<file path="config.mk">
export PLATFORM = sky130hd
export DESIGN_NAME = apb_regfile_slave_flat
export DESIGN_NICKNAME = d
export VERILOG_FILES = /design/src/rtl/apb_regfile_slave_if.sv /design/src/rtl/apb_regfile_slave.sv /design/src/flat_wrapper.sv
export SDC_FILE = /design/constraint.sdc
export NUM_CORES = 1
export LEC_CHECK = 0
export CORE_MARGIN = 5
export CORE_UTILIZATION = 30
export CTS_BUF_LIST = sky130_fd_sc_hd__clkbuf_8
export CTS_CLUSTER_DIAMETER = 120
export DETAILED_ROUTE_END_ITERATION = 8
export PLACE_DENSITY = 0.6
export SYNTH_ARGS = -nofsm -noshare
export SYNTH_HDL_FRONTEND = slang
export SYNTH_SLANG_ARGS = --single-unit
</file>
<file path="constraint.sdc">
create_clock -name PCLK -period 19.53 [get_ports PCLK]
set_input_delay 2.9295 -clock PCLK [delete_from_list [all_inputs] [get_ports PCLK]]
set_output_delay 2.9295 -clock PCLK [all_outputs]
set_load 0.01 [all_outputs]
</file>
<file path="src/rtl/apb_regfile_slave_if.sv">
// rtl/apb_regfile_slave_if.sv - APB3 bus bundle for apb_regfile_slave
// PSTRB (APB4) is present only when APB_REGFILE_PSTRB_EN is defined.
interface apb_regfile_slave_if #(
  parameter int ADDR_WIDTH = 16,
  parameter int DATA_WIDTH = 32
);
  logic                    PSEL;
  logic                    PENABLE;
  logic                    PWRITE;
  logic [ADDR_WIDTH-1:0]   PADDR;
  logic [DATA_WIDTH-1:0]   PWDATA;
`ifdef APB_REGFILE_PSTRB_EN
  logic [DATA_WIDTH/8-1:0] PSTRB;
`endif
  logic [DATA_WIDTH-1:0]   PRDATA;
  logic                    PREADY;
  logic                    PSLVERR;

  modport master (
`ifdef APB_REGFILE_PSTRB_EN
    output PSTRB,
`endif
    output PSEL, PENABLE, PWRITE, PADDR, PWDATA,
    input  PRDATA, PREADY, PSLVERR
  );

  modport slave (
`ifdef APB_REGFILE_PSTRB_EN
    input  PSTRB,
`endif
    input  PSEL, PENABLE, PWRITE, PADDR, PWDATA,
    output PRDATA, PREADY, PSLVERR
  );
endinterface

</file>
<file path="src/rtl/apb_regfile_slave.sv">
// rtl/apb_regfile_slave.sv - APB3 register-file slave with wait states, decode errors and read-only ID slot
// Optional byte strobes (APB4 PSTRB) enabled by defining APB_REGFILE_PSTRB_EN.
module apb_regfile_slave #(
  parameter int                    ADDR_WIDTH  = 16,
  parameter int                    DATA_WIDTH  = 32,
  parameter int                    NUM_REGS    = 8,
  parameter int                    WAIT_STATES = 0,
  parameter logic [DATA_WIDTH-1:0] ID_VALUE    = 32'hA9B0_0001,
  parameter logic [DATA_WIDTH-1:0] RESET_VALUE = '0
) (
  input  logic                           PCLK,
  input  logic                           PRESET,
  apb_regfile_slave_if.slave             bus,
  output logic [NUM_REGS*DATA_WIDTH-1:0] reg_out
);

  localparam int IDX_W = ADDR_WIDTH - 2;
  localparam int NB    = DATA_WIDTH / 8;

  typedef enum logic {IDLE, ACCESS} state_t;

  state_t                state_q, state_d;
  logic [3:0]            cnt_q, cnt_d;
  logic                  pready_q, pready_d;
  logic                  pslverr_q, pslverr_d;
  logic [DATA_WIDTH-1:0] prdata_q, prdata_d;
  logic [DATA_WIDTH-1:0] slots [1:NUM_REGS-1];
  logic [IDX_W-1:0]      idx;
  logic                  err;
  logic                  load;
  logic                  wr_en;
  logic [NB-1:0]         wr_be;
  logic [DATA_WIDTH-1:0] rd_word;

  assign idx = bus.PADDR[ADDR_WIDTH-1:2];

  always_comb begin
    err = (bus.PADDR[1:0] != 2'b00)
       || ({1'b0, idx} >= (IDX_W+1)'(NUM_REGS))
       || (bus.PWRITE && (idx == '0));
`ifdef APB_REGFILE_PSTRB_EN
    err   = err || (!bus.PWRITE && (bus.PSTRB != '0));
    wr_be = bus.PSTRB;
`else
    wr_be = '1;
`endif
  end

  always_comb begin
    rd_word = ID_VALUE;
    for (int i = 1; i < NUM_REGS; i++) begin
      if (idx == IDX_W'(i)) rd_word = slots[i];
    end
  end

  always_comb begin
    state_d   = state_q;
    cnt_d     = cnt_q;
    pready_d  = pready_q;
    pslverr_d = pslverr_q;
    prdata_d  = prdata_q;
    load      = 1'b0;
    wr_en     = 1'b0;
    case (state_q)
      IDLE: begin
        if (bus.PSEL && !bus.PENABLE) begin
          state_d  = ACCESS;
          cnt_d    = 4'(WAIT_STATES);
          pready_d = (WAIT_STATES == 0);
          load     = (WAIT_STATES == 0);
        end
      end
      ACCESS: begin
        if (!bus.PSEL) begin
          // Master abandoned the transfer: drop it without side effects.
          state_d   = IDLE;
          cnt_d     = '0;
          pready_d  = 1'b0;
          pslverr_d = 1'b0;
        end else if (pready_q && bus.PENABLE) begin
          wr_en     = bus.PWRITE && !err;
          state_d   = IDLE;
          pready_d  = 1'b0;
          pslverr_d = 1'b0;
        end else if (cnt_q != '0) begin
          cnt_d = cnt_q - 4'd1;
          if (cnt_q == 4'd1) begin
            pready_d = 1'b1;
            load     = 1'b1;
          end
        end
      end
      default: state_d = IDLE;
    endcase
    if (load) begin
      pslverr_d = err;
      if (!bus.PWRITE) prdata_d = err ? '0 : rd_word;
    end
  end

  always_ff @(posedge PCLK or posedge PRESET) begin
    if (PRESET) begin
      state_q   <= IDLE;
      cnt_q     <= '0;
      pready_q  <= 1'b0;
      pslverr_q <= 1'b0;
      prdata_q  <= '0;
    end else begin
      state_q   <= state_d;
      cnt_q     <= cnt_d;
      pready_q  <= pready_d;
      pslverr_q <= pslverr_d;
      prdata_q  <= prdata_d;
    end
  end

  always_ff @(posedge PCLK or posedge PRESET) begin
    if (PRESET) begin
      for (int i = 1; i < NUM_REGS; i++) slots[i] <= RESET_VALUE;
    end else if (wr_en) begin
      for (int i = 1; i < NUM_REGS; i++) begin
        if (idx == IDX_W'(i)) begin
          for (int b = 0; b < NB; b++) begin
            if (wr_be[b]) slots[i][b*8 +: 8] <= bus.PWDATA[b*8 +: 8];
          end
        end
      end
    end
  end

  assign bus.PRDATA  = prdata_q;
  assign bus.PREADY  = pready_q;
  assign bus.PSLVERR = pslverr_q;

  assign reg_out[DATA_WIDTH-1:0] = ID_VALUE;
  for (genvar g = 1; g < NUM_REGS; g++) begin : g_out
    assign reg_out[g*DATA_WIDTH +: DATA_WIDTH] = slots[g];
  end

endmodule

</file>
<file path="src/flat_wrapper.sv">
// flat-port wrapper written by rule: the top's interface ports become plain ports
module apb_regfile_slave_flat 
#(
  parameter int                    ADDR_WIDTH  = 16,
  parameter int                    DATA_WIDTH  = 32,
  parameter int                    NUM_REGS    = 8,
  parameter int                    WAIT_STATES = 0,
  parameter logic [DATA_WIDTH-1:0] ID_VALUE    = 32'hA9B0_0001,
  parameter logic [DATA_WIDTH-1:0] RESET_VALUE = '0
)
  (PCLK, PRESET, reg_out, bus_PSEL, bus_PENABLE, bus_PWRITE, bus_PADDR, bus_PWDATA, bus_PRDATA, bus_PREADY, bus_PSLVERR);
  apb_regfile_slave_if #(.ADDR_WIDTH(ADDR_WIDTH), .DATA_WIDTH(DATA_WIDTH)) bus_i ();
  input  logic PCLK;
  input  logic PRESET;
  output logic [NUM_REGS*DATA_WIDTH-1:0] reg_out;
  input wire logic [$bits(bus_i.PSEL)-1:0] bus_PSEL;
  input wire logic [$bits(bus_i.PENABLE)-1:0] bus_PENABLE;
  input wire logic [$bits(bus_i.PWRITE)-1:0] bus_PWRITE;
  input wire logic [$bits(bus_i.PADDR)-1:0] bus_PADDR;
  input wire logic [$bits(bus_i.PWDATA)-1:0] bus_PWDATA;
  output wire logic [$bits(bus_i.PRDATA)-1:0] bus_PRDATA;
  output wire logic [$bits(bus_i.PREADY)-1:0] bus_PREADY;
  output wire logic [$bits(bus_i.PSLVERR)-1:0] bus_PSLVERR;
  assign bus_i.PSEL = bus_PSEL;
  assign bus_i.PENABLE = bus_PENABLE;
  assign bus_i.PWRITE = bus_PWRITE;
  assign bus_i.PADDR = bus_PADDR;
  assign bus_i.PWDATA = bus_PWDATA;
  assign bus_PRDATA = bus_i.PRDATA;
  assign bus_PREADY = bus_i.PREADY;
  assign bus_PSLVERR = bus_i.PSLVERR;
  apb_regfile_slave #(.ADDR_WIDTH(ADDR_WIDTH), .DATA_WIDTH(DATA_WIDTH), .NUM_REGS(NUM_REGS), .WAIT_STATES(WAIT_STATES), .ID_VALUE(ID_VALUE), .RESET_VALUE(RESET_VALUE)) u_core (.PCLK(PCLK), .PRESET(PRESET), .bus(bus_i), .reg_out(reg_out));
endmodule
</file>
After elaboration in Yosys (flattened, before gate mapping)
Index checks and enable logic that the tools add are counted.
Storage, ports and cells
  output and inout port bits: 290
  bits in registers: 263
  input port bits: 53
  logic and storage cells: 88
Operators by class
  equality and inequality tests: 14
  multiplexer cells: 35
  reduce and logical (&&, ||, !) cells: 23
  bitwise operators: 2
  $lt $le $gt $ge: 1
  add/subtract/negate cells: 1
Operator list (count)
  32-bit two-way mux: 8
  14-bit by 3-bit equality test with 1-bit output (second input constant): 4
  14-bit by 2-bit equality test with 1-bit output (second input constant): 2
  1-bit two-way mux: 19
  2-bit AND reduction: 9
  4-bit two-way mux: 4
  14-bit by 1-bit equality test with 1-bit output (second input constant): 1
  14-bit by 4-bit >= comparator with 1-bit output (second input constant): 1
  14-bit zero test: 1
  4-bit inequality test (second input constant): 2
  4-bit one-hot mux with 2 select lines: 1
  3-bit inequality test (second input constant): 2
  1-bit one-hot mux with 2 select lines: 3
  3-bit AND reduction: 2
  4-bit by 1-bit equality test with 1-bit output (second input constant): 1
  1-bit logical AND: 4
  2-bit nonzero test: 2
  4-bit nonzero test: 1
  4-bit by 1-bit subtractor with 4-bit output (second input constant): 1
  3-bit by 1-bit inequality test with 1-bit output (second input constant): 1
  1-bit zero test: 2
  1-bit logical OR: 2
  2-bit by 1-bit inequality test with 1-bit output (second input constant): 1
  1-bit NOT: 2

Longest topological paths before layout
Gate-level depths: netlist of the first run.
  word-level depth: 9
  gate-level depth with buffers: 10
  gate-level depth less buffers: 7

Worst setup path after synthesis of the first run
Ideal clock, no wire load.
  path type: input-to-reg
  start: input bus_PADDR[6]
  end: register u_core.slots (netlist bit u_core.reg_out[160])
  path buffers: 4
  path slack: 14.177 ns
  arrival: 5.228 ns
  library setup time: 0.125 ns
  data required time: 19.405 ns
  cell stages on the path: 8
  cell sequence: or4_1 buf_2 or4_4 buf_6 or4_4 buf_6 buf_12 mux2_4
On the way
  longest elaborated chain between the ends: 9
  elaborated cells between the ends (all ways): 12
  those cells by class: order compare: 1; eq/ne: 1; mux: 3; reduce/logical: 7
RTL lines
  start: declaration: RTL line flat_wrapper.sv:19  | input wire logic [$bits(bus_i.PADDR)-1:0] bus_PADDR;
  14-bit by 4-bit >= comparator with 1-bit output / 14-bit zero test (equally long branches): RTL line apb_regfile_slave.sv:39, apb_regfile_slave.sv:40
  1-bit logical OR / 1-bit logical AND (equally long branches): RTL line apb_regfile_slave.sv:39, apb_regfile_slave.sv:40
  1-bit logical OR: RTL line apb_regfile_slave.sv:40  | || (bus.PWRITE && (idx == '0));
  1-bit zero test: RTL line apb_regfile_slave.sv:81  | wr_en = bus.PWRITE && !err;
  1-bit logical AND: RTL line apb_regfile_slave.sv:81
  1-bit two-way mux: RTL line apb_regfile_slave.sv:80  | end else if (pready_q && bus.PENABLE) begin
  1-bit two-way mux: RTL line apb_regfile_slave.sv:74  | if (!bus.PSEL) begin
  1-bit two-way mux: RTL line apb_regfile_slave.sv:64  | case (state_q)
  2-bit AND reduction (no source line) *
  end signal: indexed assignment: RTL line apb_regfile_slave.sv:124  | if (wr_be[b]) slots[i][b*8 +: 8] <= bus.PWDATA[b*8 +: 8];
  end: declaration: RTL line apb_regfile_slave.sv:27  | logic [DATA_WIDTH-1:0] slots [1:NUM_REGS-1];
Mark *: on every way between the ends. The rest lies on a longest branch, timed or not.
A chain may end at the register's enable or synchronous reset.

Final worst setup path of the first run
  start: input bus_PADDR[6]
  end: register u_core.slots (netlist bit u_core.reg_out[91])
The elaborated chain is that of the path after synthesis.

==> summary.md, run 1 <==
| Metric | Value |
|---|---|
| Final count of pins violating max slew | `0` |
| Setup crit end kind | `flop` |
| Drt total wl | `approximately 45000 um` |
| # DRC | `0` |
| Min-delay worst type | `flop to flop` |
| Routed vias/inst | `roughly 5.1` |
| Fraction of registers with async set/reset | `1.00` |
| Final hold violation count | `0` |
| CP startpoint kind | `input pin` |
| Vias in the first global route | `slightly above 10000` |
| Lkg Pwr | `between 7 and 8 nW` |
| Worst skew pair latency | `610 ps` |
| Share of cells above drive strength 1 | `0.255` |
| Clock skew | `24.8 ps` |
| Worst VDD drop | `38.1 uV` |
| Setup TNS Final | `0 ps` |
| Die area | `about 0.046 sq mm` |
| HPWL after DPL | `30100 um` |
| Syn Area/Cell | `approximately 12 sq um` |
| Worst Tran Pin Value | `1310 ps` |
| Most common cell in the netlist | `dfrtp_1` |
| Final Critical Period | `7070 ps` |
| Cell chain of the critical path | `clkdlybuf4s50_1, or4_1, nor4_4, and2_1, nand3_2, mux2_2` |
| Post-synth top cells | `dfrtp_1, mux2_2, o21ai_0` |
| Crit-path max FO | `32` |
| DRT iter0 DRCs | `560` |
| Placed Cells | `1796` |
| Ys flop type | `dfrtp_1` |
| PortBufs | `310` |
| Largest net degree at the start of global routing | `roughly 120` |
| CTS buffer count | `between 40 and 50` |
| Clock slew at reported path FFs | `roughly 60 ps` |
| Router iterations before antenna repair | `4` |
| Die width | `214 um` |
| WP data required | `approximately 20000 ps` |
| Multi-input gate area | `approximately 0.0055 sq mm` |
| Cell area power density | `roughly 68 mW/mm^2` |
| Fill count | `just under 4000` |
| Nets | `approximately 1400` |
| RSZ-0062 raised after global routing | `false` |
| First-pass GRT wire length | `just under 70000 um` |
| Post-synth EDFFs | `0` |
| Post-cts sizing count | `0` |
| Relative slew margins | `0.121` |
| Starting density of the core | `0.305` |
| Area share of the largest cell type after synthesis | `0.526` |
| Crit path kind | `input pin to flop` |
| CTS tree | `done` |
| Highest-delay cell along the critical path | `nand3_2` |
| Final ANT Viol Nets | `0` |
| WP data arrival | `~7500 ps` |
| Clock buffer depth | `3` |
| Aggregate global-route resource usage | `0.191` |
| Reg area | `0.00658 sq mm` |
| Final Non-Filler Cells | `roughly 1900` |
| Routability cong. | `about 0.8` |
| Rows | `74` |
| Clock Sinks | `roughly 260` |
| Post-route clock period utilization | `0.362` |
| H-tree depth | `2` |
| Core area | `0.0410 sq mm` |
| Sequential area share after synthesis | `0.526` |
| Top Ports | `~340` |
| Initial antenna violation count | `2` |
| DR vias | `9588` |
| Postcts setup bufs | `0` |
| Status | `finished, final reports clean` |
| Vert. Die Dim | `between 200 and 250 um` |
| GR Overflow Total | `0` |
| Synth area leaders | `dfrtp_1, mux2_2, mux2_4, o21ai_0, buf_4` |
| Cell count after synthesis | `a little over 1000` |
| Library cells used by synthesis | `between 60 and 70` |
| CP max stage delay | `between 1000 and 1500 ps` |
| Post-synthesis register bit count | `around 260` |
| DR WL/cell | `24.1 um` |
| Syn. warnings | `0` |
| Synth area leader | `dfrtp_1` |
| CTS Hold Buffers Added | `0` |
| Finish-stage setup viols | `0` |
| Root Buffer | `clkbuf_8` |
| F_max | `between 0.1 and 0.15 GHz` |
| Area growth syn-to-layout | `35.1%` |
| Synth Cell Area | `~0.013 sq mm` |
| Max_cap viols | `0` |
-- stage by stage --
step | setup slack, ps | instance area (sq um) | utilization | power, W | hold slack (ps)
final | 12460 | 16900 | 0.412 | 0.00115 | 484
after global routing | 12320 | 16900 | 0.412 | 0.00120 | 508
after CTS | 12490 | 16900 | 0.412 | 0.00117 | 488
after detailed placement | 11830 | 15900 | 0.389 | 0.000637 | 474
after global placement | 12040 | 15900 | 0.389 | 0.000636 | 465
after floorplan | 9360 | 12600 | - | 0.000606 | 471
-- state kept, by name, summed over array words and instances (netlist names) --
register and flops:
u_core.bus.PRDATA 32, u_core.bus.PREADY 1, u_core.bus.PSLVERR 1, u_core.cnt_q 4, u_core.reg_out 224, u_core.state_q 1
-- logic make-up after synthesis --
family	share of synthesized area
multiplexers	0.254
flip-flops	0.526
AO/OA/AOI/OAI	0.0970
AND/OR/NAND/NOR	0.0683
buffers and inverters	0.0489
adder cells (fa/ha/maj)	0.00300
other	0.000601
XOR/XNOR	0.00140
-- final timing paths --
| kind | startpoint | end | slack (ps) | cells after the start |
|---|---|---|---|---|
| setup / recovery | bus_PADDR[6] | u_core.reg_out[91] | 12460 | 6 |
| hold / removal | u_core.bus.PRDATA[6] | u_core.bus.PRDATA[6] | 480 | 2 |
| setup reg to reg | u_core.state_q | u_core.reg_out[91] | 16340 | 5 |
| hold reg to reg | u_core.bus.PRDATA[6] | u_core.bus.PRDATA[6] | 480 | 2 |
| max in group asynchronous | PRESET | u_core.reg_out[217] | 15040 | 3 |
| min in group asynchronous | PRESET | u_core.reg_out[131] | 2900 | 2 |
-- where the power goes --
group	leakage, nW	switching (W)	internal (W)
logic	3.61	0.0000501	0.0000241
registers	3.67	0.00000354	0.000549
clock network	0.556	0.000235	0.000291
total	7.83	0.000289	0.000864
-- critical path: cells and delay by family --
kind / cells / cell delay (ps)
multiplexers: 1 / 670
buffers and inverters: 1 / 410
AND/OR/NAND/NOR: 4 / 3500
-- layer usage --
layer  up-vias  wire [um]  GRT usage  part of all wire
met1      4886      19500      0.246              0.43
met3        87       3200     0.0532             0.071
li1       4223          -          -                 -
met5         -         13          0           0.00029
met2       390      21200      0.310              0.47
met4         2       1400     0.0681             0.031
-- area by class of cell --
class / instances / share of cell area
Antenna cell: 1 / 0.000148
Tap cell: 532 / 0.0394
Inverter: 8 / 0.00222
Clock buffer: 61 / 0.0497
Multi-Input combinational cell: 669 / 0.323
Sequential cell: 263 / 0.390
Timing Repair Buffer: 324 / 0.189
Clock inverter: 21 / 0.00666
-- cells in the final DEF (no fill, tap or decap), drive strengths merged, types with 13 or more instances in the layout --
cell type      instances
a21oi                 32
mux2                 250
buf                   17
a211oi                13
mux2i                 23
conb                  32
nand2                 46
inv                   26
dfrtp                263
o21ai                 68
nor2                  49
clkbuf                61
clkdlybuf4s50        307
o31ai                 13
No activity file was read; power rests on OpenSTA's default activity.
==> run 2, diff against run 1 <==
- clock period: 19.53 -> 7.4 ns (I/O delays scaled with it)
==> run 2 against run 1 <==
Net effect:
- design area up 0.43%
- register-to-register slack worse by 12000 ps
- clock skew shrank 9.3 ps
- combinational power increased to 2.7 times the previous value
- die area is the same
- sequential cell count unchanged
- clock power grew to 2.8 times the previous value
- final cell count is 0.21% higher
==> summary.md, run 2 (synthesis gave the netlist of run 1 again) <==
| Metric | Value |
|---|---|
| WP buf/inv | `2` |
| GR Overflow Total | `0` |
| RSZ-0062 raised after global routing | `false` |
| Vias in the first global route | `9947` |
| CTS buffer count | `50` |
| Final Non-Filler Cells | `1883` |
| HPWL after DPL | `a little over 30000 um` |
| Hold Path End | `u_core.bus.PRDATA[19]` |
| Clock slew at reported path FFs | `around 60 ps` |
| Routability cong. | `between 0.8 and 0.9` |
| DR vias | `approximately 9500` |
| Max reg flops | `224` |
| Highest-delay cell along the critical path | `and2_1` |
| Vert. Die Dim | `214 um` |
| Post-route clock period utilization | `0.608` |
| Worst VDD drop | `approximately 130 uV` |
| Design area | `between 0.015 and 0.02 sq mm` |
| Postcts setup bufs | `0` |
| Crit path kind | `input pin to flop` |
| Final WS setup | `just under 3000 ps` |
| Finish-stage setup viols | `0` |
| Worst Tran Pin Value | `around 1300 ps` |
| H-tree depth | `2` |
| Nets | `between 1000 and 1500` |
| F_max | `0.222 GHz` |
| Die area | `between 0.04 and 0.05 sq mm` |
| Max_cap viols | `0` |
| Drt total wl | `between 40000 and 50000 um` |
| CP startpoint kind | `input pin` |
| CP top delay family | `simple AND/OR/NAND/NOR gates` |
| Share of cells above drive strength 1 | `0.258` |
| Final ANT Viol Nets | `0` |
| Crit path from | `bus_PADDR[7]` |
| Hold depth | `2` |
| First-pass GRT wire length | `67800 um` |
| DRT iter0 DRCs | `between 500 and 600` |
| CTS tree | `done` |
| Die width | `around 210 um` |
| Final count of pins violating max slew | `0` |
| Place WS | `roughly 2200 ps` |
| Final Critical Period | `4500 ps` |
| DR WL/cell | `24.2 um` |
| Clock skew | `around 16 ps` |
| Area growth syn-to-layout | `35.7%` |
| Post-cts sizing count | `0` |
| Router iterations before antenna repair | `5` |
| Cell area power density | `roughly 180 mW/mm^2` |
| WP data required | `7880 ps` |
| Largest net degree at the start of global routing | `roughly 140` |
| # DRC | `0` |
| Root Buffer | `clkbuf_8` |
| CTS Hold Buffers Added | `0` |
| R2R Path Start | `u_core.bus.PREADY` |
| Rows | `74` |
| Commonest non-fill, non-tap cell in the layout | `clkdlybuf4s50_1` |
| R2R setup slack | `about 4600 ps` |
| Final hold violation count | `0` |
| Routed vias/inst | `5.07` |
| Relative slew margins | `0.166` |
| Core area | `0.0410 sq mm` |
| Initial antenna violation count | `2` |
| Clock Sinks | `~260` |
| WP data arrival | `between 4000 and 5000 ps` |
| Antenna diodes | `0` |
| Starting density of the core | `0.305` |
| FF-to-FF End | `u_core.reg_out[134]` |
| Commonest cells after routing, fill and taps aside | `clkdlybuf4s50_1, dfrtp_1, mux2_2` |
| Post-DP Area | `roughly 0.016 sq mm` |
| Lkg Pwr | `7.86 nW` |
| Top Ports | `roughly 340` |
| Cells on worst reg2reg path | `5` |
| Status | `finished, final reports clean` |
| PortBufs | `310` |
| CP max stage delay | `just over 900 ps` |
| Aggregate global-route resource usage | `0.193` |
| Crit-path max FO | `23` |
| Min-delay worst type | `flop to flop` |
| Hold Crit Start | `u_core.bus.PRDATA[19]` |
| Setup crit end kind | `flop` |
| Clock buffer depth | `3` |
| Cell chain of the critical path | `clkdlybuf4s50_1, or4_1, nor4_4, and2_1, nand3_2, buf_4, mux2_2` |
| Placed Cells | `around 1800` |
| Worst skew pair latency | `610 ps` |
| Setup TNS Final | `0 ps` |
-- run 2: changes by cell type in the layout (fill, tap and decap cells not counted) --
cell / change
diode_2: -1
nand3_4: -1
clkinv_2: -1
buf_4: +2
clkbuf_8: +2
nand3_2: +1
inv_8: -1
inv_6: -1
bufinv_16: +1
buf_12: +1
clkinvlp_4: +2
-- run 2: how the worst max path moves through the flow --
stage / endpoint / slack, ps / depth (start not counted)
4_1_cts: u_core.reg_out[58] / 2840 / 7
6_report: u_core.reg_out[50] / 2900 / 7
5_1_grt: u_core.reg_out[54] / 2710 / 7
2_1_floorplan: u_core.bus.PRDATA[0] / 2820 / 1
3_3_place_gp: u_core.reg_out[54] / 2290 / 7
3_5_place_dp: u_core.reg_out[58] / 2170 / 7
-- run 2: area by class of cell --
| class | count | area (sq um) |
|---|---|---|
| multi-input combinational | 669 | 5450 |
| clock buffer | 63 | 867 |
| fill | 3906 | 24000 |
| clock inverter | 21 | 136 |
| inverter | 8 | 33.8 |
| sequential | 263 | 6580 |
| tap | 532 | 666 |
| timing repair buffer | 327 | 3230 |
-- run 2: report_power, final --
part / switching (W) / internal [W]
clock: 0.000623 / 0.000824
combinational: 0.000133 / 0.0000651
sequential: 0.00000861 / 0.00145
-- run 2: per-stage QoR --
step | hold slack [ps] | utilization | power [W]
floorplan | 471 | - | 0.00160
global placement | 460 | 0.389 | 0.00168
detailed placement | 471 | 0.389 | 0.00168
CTS | 485 | 0.414 | 0.00316
global route | 515 | 0.414 | 0.00323
finish | 478 | 0.414 | 0.00310
-- run 2: routing by layer --
layer	global-route usage	vias to the layer above	share of wire
met1	0.253	4858	0.44
li1	-	4240	-
met4	0.0623	4	0.028
met3	0.0538	80	0.069
met5	0	-	0.00059
met2	0.312	366	0.47
-- run 2: tightest hold or removal path: cells and delay by family (launching register included) --
family	cells	cell delay (ps)
flops	1	340
compound gates	1	60
simple gates	1	40
